### config.mk
export PLATFORM = sky130hd
export DESIGN_NAME = upsample_scheduler
export DESIGN_NICKNAME = d
export VERILOG_FILES = /design/src/rtl/upsample_scheduler_pkg.sv /design/src/rtl/interp_lane.sv /design/src/rtl/upsample_scheduler.sv
export SDC_FILE = /design/constraint.sdc
export NUM_CORES = 1
export LEC_CHECK = 0
export ABC_AREA = 1
export CAP_MARGIN = 20
export CORE_MARGIN = 1.5
export CORE_UTILIZATION = 30
export CTS_CLUSTER_SIZE = 30
export DETAILED_ROUTE_END_ITERATION = 6
export GPL_TIMING_DRIVEN = 0
export SLEW_MARGIN = 20
export SYNTH_ARGS = -nofsm -noshare
export SYNTH_HDL_FRONTEND = slang
export SYNTH_SLANG_ARGS = --single-unit
### constraint.sdc
create_clock -name clk -period 20.3 [get_ports clk]
set_input_delay 4.06 -clock clk [delete_from_list [all_inputs] [get_ports clk]]
set_output_delay 4.06 -clock clk [all_outputs]
set_load 0.03 [all_outputs]
### src/rtl/upsample_scheduler_pkg.sv
// Shared types and constants for the stereo upsample scheduler.
// Holds the scheduler state encoding, sample layout and phase helpers.
package upsample_scheduler_pkg;

  localparam int MAX_LOG2 = 5;
  localparam int SAMPLE_W = 16;
  localparam int WORD_W   = 32;

  typedef enum logic [2:0] {
    IDLE,
    FETCH,
    LATCH,
    RUN,
    STARVE
  } state_t;

  typedef struct packed {
    logic [SAMPLE_W-1:0] left;
    logic [SAMPLE_W-1:0] right;
  } sample_t;

  function automatic logic [2:0] clamp_log2(input logic [2:0] n);
    return (n > 3'(MAX_LOG2)) ? 3'(MAX_LOG2) : n;
  endfunction

  // Last interpolation index of a segment, N-1 with N = 2^n.
  function automatic logic [4:0] last_phase(input logic [2:0] n);
    logic [5:0] span;
    span = 6'd1 << n;
    return 5'(span - 6'd1);
  endfunction

endpackage

### src/rtl/interp_lane.sv
// One channel of linear interpolation: prev + ((cur - prev) * k >>> n_log2).
// Purely combinational; the floor shift keeps the result between prev and cur.
module interp_lane
  import upsample_scheduler_pkg::*;
(
  input  logic [SAMPLE_W-1:0] prev,
  input  logic [SAMPLE_W-1:0] cur,
  input  logic [4:0]          k,
  input  logic [2:0]          n_log2,
  output logic [SAMPLE_W-1:0] result
);

  logic signed [16:0] diff;
  logic signed [21:0] diff_x;
  logic signed [21:0] k_x;
  logic signed [21:0] prod;

  assign diff   = $signed({cur[15], cur}) - $signed({prev[15], prev});
  assign diff_x = 22'(diff);
  assign k_x    = $signed({17'd0, k});
  assign prod   = diff_x * k_x;
  assign result = prev + 16'(prod >>> n_log2);

endmodule

### src/rtl/upsample_scheduler.sv
// Pops stereo words from a non-showahead FIFO and emits 2^n_log2 interpolated samples per word.
// Output lands one cycle after out_tick; FIFO starvation repeats the current word and sets underrun.
module upsample_scheduler
  import upsample_scheduler_pkg::*;
(
  input  logic              clk,
  input  logic              reset,
  input  logic              enable,
  input  logic [2:0]        n_log2,
  input  logic              fifo_empty,
  input  logic [WORD_W-1:0] fifo_rdata,
  output logic              fifo_rdreq,
  input  logic              out_tick,
  input  logic              underrun_clr,
  output logic [WORD_W-1:0] out_data,
  output logic              out_valid,
  output logic [4:0]        phase,
  output logic              underrun,
  output logic              busy
);

  state_t              state, state_nx;
  sample_t             prev, cur, rdata;
  logic [2:0]          n_lat;
  logic [4:0]          k;
  logic                reload;
  logic                seg_end;
  logic [SAMPLE_W-1:0] lerp_l, lerp_r;

  assign rdata   = sample_t'(fifo_rdata);
  assign seg_end = out_tick && !reload && (k == last_phase(n_lat));
  assign busy    = (state != IDLE);
  assign phase   = k;

  interp_lane u_lane_l (
    .prev   (prev.left),
    .cur    (cur.left),
    .k      (k),
    .n_log2 (n_lat),
    .result (lerp_l)
  );

  interp_lane u_lane_r (
    .prev   (prev.right),
    .cur    (cur.right),
    .k      (k),
    .n_log2 (n_lat),
    .result (lerp_r)
  );

  always_comb begin
    state_nx   = state;
    fifo_rdreq = 1'b0;
    case (state)
      IDLE: begin
        if (enable && !fifo_empty) state_nx = FETCH;
      end
      FETCH: begin
        if (!fifo_empty) begin
          fifo_rdreq = 1'b1;
          state_nx   = LATCH;
        end
      end
      LATCH: state_nx = RUN;
      RUN: begin
        if (seg_end) begin
          if (!enable)          state_nx = IDLE;
          else if (!fifo_empty) fifo_rdreq = 1'b1;
          else                  state_nx = STARVE;
        end
      end
      STARVE: begin
        if (!fifo_empty) begin
          fifo_rdreq = 1'b1;
          state_nx   = RUN;
        end
      end
      default: state_nx = IDLE;
    endcase
  end

  always_ff @(posedge clk) begin
    if (reset) begin
      state     <= IDLE;
      prev      <= '0;
      cur       <= '0;
      k         <= '0;
      n_lat     <= '0;
      reload    <= 1'b0;
      out_data  <= '0;
      out_valid <= 1'b0;
      underrun  <= 1'b0;
    end else begin
      state     <= state_nx;
      out_valid <= 1'b0;
      // A pop from RUN/STARVE lands its word one cycle later, shifting the segment.
      reload    <= fifo_rdreq && (state == RUN || state == STARVE);
      if (underrun_clr) underrun <= 1'b0;
      case (state)
        IDLE: begin
          if (state_nx == FETCH) n_lat <= clamp_log2(n_log2);
        end
        LATCH: begin
          prev <= rdata;
          cur  <= rdata;
          k    <= '0;
        end
        RUN: begin
          if (reload) begin
            prev <= cur;
            cur  <= rdata;
            k    <= '0;
          end else if (out_tick) begin
            out_data  <= {lerp_l, lerp_r};
            out_valid <= 1'b1;
            k         <= seg_end ? 5'd0 : k + 5'd1;
            if (seg_end && enable && fifo_empty) underrun <= 1'b1;
          end
        end
        STARVE: begin
          if (out_tick) begin
            out_data  <= cur;
            out_valid <= 1'b1;
          end
        end
        default: ;
      endcase
    end
  end

endmodule

Word level (Yosys, flattened, before mapping). Cells that the tools add are included.

Register bits after elaboration: 110. Latch bits: 0. Bits in writable memories: 0. Memory bits (read-only): 0. Input bits: 41. Logic and storage cells: 84. Memories kept: 0.

Add/sub/neg operators: 6. Multipliers: 2. Divide/modulo/power cells: 0. Order comparisons: 1. Equal/unequal tests: 11. Shift operators: 3. Multiplexer cells: 32. Bitwise gates (word level): 0. Reductions and logical operators: 18.

Operators by type and width (number): $pmux W32 S2 (3); $mux W32 (5); $mul A17 B6 Y22 (2); $sshr A22 B3 Y16 (2); $sub A16 B16 Y17 (2); $add A16 B16 Y16 (2); $mux W3 (7); $mux W5 (3); $pmux W3 S5 (1); $mux W1 (10); $pmux W5 S2 (1); $ne A2 B2 Y1 const B (4); $eq A3 B1 Y1 const B (2); $eq A3 B2 Y1 const B (2); $logic_and A1 B1 Y1 (6); $reduce_and A2 Y1 (3); $add A5 B1 Y5 const B (1); $eq A5 B5 Y1 (1); $shl A1 B3 Y5 const A (1); $sub A5 B1 Y5 const B (1); $pmux W1 S2 (2); $reduce_and A4 Y1 (1); $reduce_bool A2 Y1 (2); $eq A3 B3 Y1 const B (1); other kinds (7) (8).

Depth between registers and ports, before layout.
Depth after elaboration: 10. Gate-level depth with buffers: 45. Gate-level depth less buffers: 45.

Hierarchy. From an unflattened synthesis, not the netlist that was laid out.

Cells, all modules: 2345. Area total of the unflattened synthesis: 15190.8 um^2.

By module, submodules not included: interp_lane (u_lane_l) (times used 1, cells an instance 859, area an instance 5313.8 um^2); interp_lane (u_lane_r) (times used 1, cells an instance 847, area an instance 5275.1 um^2); upsample_scheduler (times used 1, cells an instance 639, area an instance 4601.9 um^2).

Worst setup path before layout. OpenSTA, ideal clock, no wires.

Kind: input -> output. Start: input port out_tick. End: output port fifo_rdreq. Arrival: 5.441 ns. Data required time: 16.240 ns. Slack: 10.799 ns. Stages on the path: 7. Path through: nand2_1 -> a2111oi_0 -> nand4_1 -> nor3_1 -> or2_1 -> inv_1 -> a21oi_1.

Cells in the longest elaborated chain, start to end: 4.

Ends and longest elaborated chain: from (decl) (line upsample_scheduler.sv:13) `input logic out_tick,`; $logic_and A1 B1 Y1 (2 in series) (line upsample_scheduler.sv:31) `assign seg_end = out_tick && !reload && (k == last_phase(n_lat));`; $mux W1 (line upsample_scheduler.sv:66) `if (seg_end) begin`; $pmux W1 S2 (line upsample_scheduler.sv:54) `case (state)`; to (decl) (line upsample_scheduler.sv:12) `output logic fifo_rdreq,`.

No other way between the ends.

Worst setup path after layout. Same ends and word-level chain as after synthesis.

==> results.tsv <==
metric	value	unit
status	finished clean	
postCtsHoldBufs	0	
cts.repair.resized	0	
dieArea	0.0512	mm2
synth_ff_type	dfxtp_1	
fin_worst_skew	10.8	ps
htreeDepth	3	
worstSetupPathType	input port to primary output	
overflow	0	
clock_latency	380	ps
layout-drive-gt1-share	0.0310	
yosys-mux-area-fraction	0.0121	
root_buffer	clkbuf_16	
cts_setup_buffers	0	
finalSetupTns	0	ps
numPortBuffers	80	
yosysWarnings	0	
yosys.area_share.xor_xnor	0.0375	
num_vias	15300	
max_slew_margin	0.388	
grt_pass1_wl	83400	um
synth_edf_count	0	
synthAdderAreaFrac	0.266	
r2r-start	cur[0]	
grt_max_degree	20	
synthTopCellsByArea	dfxtp_1 (15%), fa_1 (14%), ha_1 (12%)	
fp.coreArea	0.0491	mm2
floorplan.initialDensity	0.305	
synthCells	2289	
syn-num-nets	2584	
synth_top_area_cell	dfxtp_1	
synthesis.area	0.0149	mm2
cts_tree	done	
clock-sinks	110	
drt_wl_total	53000	um
grt.total_usage	0.211	
grt_pass1_vias	15100	
drt-pass1-iter-count	5	
cp-startpoint	out_tick	
final_antenna_net_count	0	
power_leakage	8.22	nW
yosysTopAreaCellShare	0.147	
hp-class	flop to flop	
power_density	48.6	mW/mm2
fillers	5391	
critPathArrivalTime	6840	ps
route.detailed.drc	0	
fin_util	0.344	
antennaDiodeCount	0	
yosys.area_share.simple	0.251	
slew_violations	0	
multiInputGateArea	0.0109	mm2
ir_worst_vdd	45.4	uV
syn_area_per_cell	6.53	um2
dp_hpwl	44900	um
yosysSeqAreaShare	0.147	
rsz0062_at_grt	false	
path_max_fanout	3	
fmax	91.8	MHz
synth-compound-area-share	0.162	
path_clk_slew	80	ps
cts_buffers	9	
area_growth_syn_to_layout	13.1	%
fp-row-count	81	
crit_required	16240	ps
fin_crit_sh	0.537	
antenna_found_initial	0	
synth_cell_type_count	47	
maxCapViolations	0	
synth_top_family_by_area	adder cells	
io_pins	82	
period_needed	10900	ps
ys_seq_elements	110	
fin_nets	2675	
die_x	226	um
hold_start	out_data[8]	
register_area	0.00220	mm2
async_flop_share	0	
drt_iter0_drc	1111	
finalHoldViolCount	0	
tightest_slew	918	ps
max-clock-path-buffers	2	
die_y	226	um
wire_per_inst	17.4	um
startpoint_type	input port	
setup_viol	0	
drt-vias-per-instance	5.01	
place.gp.congestion	0.962	
endpoint_kind	primary output	
==> placed cells by master (no fill, tap or decap), drive strengths merged, types with 38 or more instances in the layout <==
master         instances
clkbuf                74
dfxtp                110
inv                  404
a21oi                177
xor2                  38
o21ai                175
nand3                122
a31oi                 48
nor2                 272
clkdlybuf4s50         80
nand2                469
fa                   106
ha                   148
==> per-layer routing <==
layer | vias up | share of wire | track usage
met5 | - | 0 | 0
met4 | 0 | 0.029 | 0.0718
met3 | 65 | 0.056 | 0.0224
met2 | 499 | 0.46 | 0.354
met1 | 7226 | 0.45 | 0.281
li1 | 7489 | - | -
==> synthesized netlist by cell type (3+ instances only) <==
library cell,count
clkbuf_1,64
clkinv_1,4
inv_2,7
nand3b_1,5
nor2_1,270
o21bai_1,3
o211ai_1,11
dfxtp_1,110
nand4_1,7
a21oi_1,172
buf_1,6
nand3_1,113
nor3_1,22
fa_1,106
o21ai_0,166
mux2i_1,18
a21oi_2,5
a211oi_1,4
or2_2,8
buf_2,12
xor2_1,38
o21ai_1,7
nand2_1,459
a31oi_1,48
a21o_1,4
ha_1,148
o2111ai_1,4
inv_1,396
nand2_2,10
xnor2_1,26
nand3_2,9
o22ai_1,5
==> through the flow <==
| stage | instances | hold slack [ps] | power [mW] | cell area (um2) | setup WS (ps) |
|---|---|---|---|---|---|
| floorplan | 2289 | 459 | 0.476 | 14900 | 10800 |
| global placement | 3033 | 457 | 0.616 | 16600 | 9540 |
| detailed placement | 3033 | 460 | 0.621 | 16600 | 9530 |
| CTS | 3049 | 472 | 0.815 | 16900 | 9510 |
| global route | 3049 | 495 | 0.863 | 16900 | 9160 |
| finish | 3049 | 468 | 0.821 | 16900 | 9400 |
==> kinds of logic after synthesis <==
| logic type | count (synthesis) |
|---|---|
| adder cells (fa/ha/maj) | 254 |
| XOR/XNOR | 64 |
| buffers and inverters | 489 |
| AND/OR/NAND/NOR | 911 |
| multiplexers | 18 |
| AO/OA/AOI/OAI | 443 |
| flip-flops | 110 |
==> report_power, final <==
part / internal, mW / total, mW / switching [mW]
Sequential: 0.228 / 0.243 / 0.0145
Clock: 0.101 / 0.195 / 0.0936
Combinational: 0.107 / 0.383 / 0.276
==> state kept, by name, indices dropped and copies added (netlist names) <==
| signal | count |
|---|---|
| cur | 32 |
| out_data | 32 |
| prev | 32 |
| phase | 5 |
| n_lat | 3 |
| state | 3 |
| out_valid | 1 |
| reload | 1 |
| underrun | 1 |
==> area by class of cell <==
| cell class | count | share of cell area |
|---|---|---|
| buffer | 82 | 0.0191 |
| timing repair buffer | 80 | 0.0474 |
| multi-input combinational | 1690 | 0.645 |
| clock inverter | 6 | 0.00481 |
| sequential | 110 | 0.130 |
| tap | 664 | 0.0492 |
| inverter | 407 | 0.0904 |
| clock buffer | 10 | 0.0141 |
==> critical path, cell delays in order <==
cell and delay (ps):
clkdlybuf4s50_1 560, nand2_1 170, a2111oi_0 410, nand4_1 330, nor3_1 290, or2_1 140, inv_1 60, a21oi_1 120
clkdlybuf4s50_1 690
==> path summary, 6_finish.rpt <==
| kind | to | slack (ps) | depth (start not counted) |
|---|---|---|---|
| setup / recovery | fifo_rdreq | 9400 | 9 |
| setup reg to reg | out_data[15] | 11910 | 36 |
| hold reg to reg | out_data[8] | 470 | 2 |
| hold / removal | out_data[8] | 470 | 2 |
No activity file was read; power rests on OpenSTA's default activity.
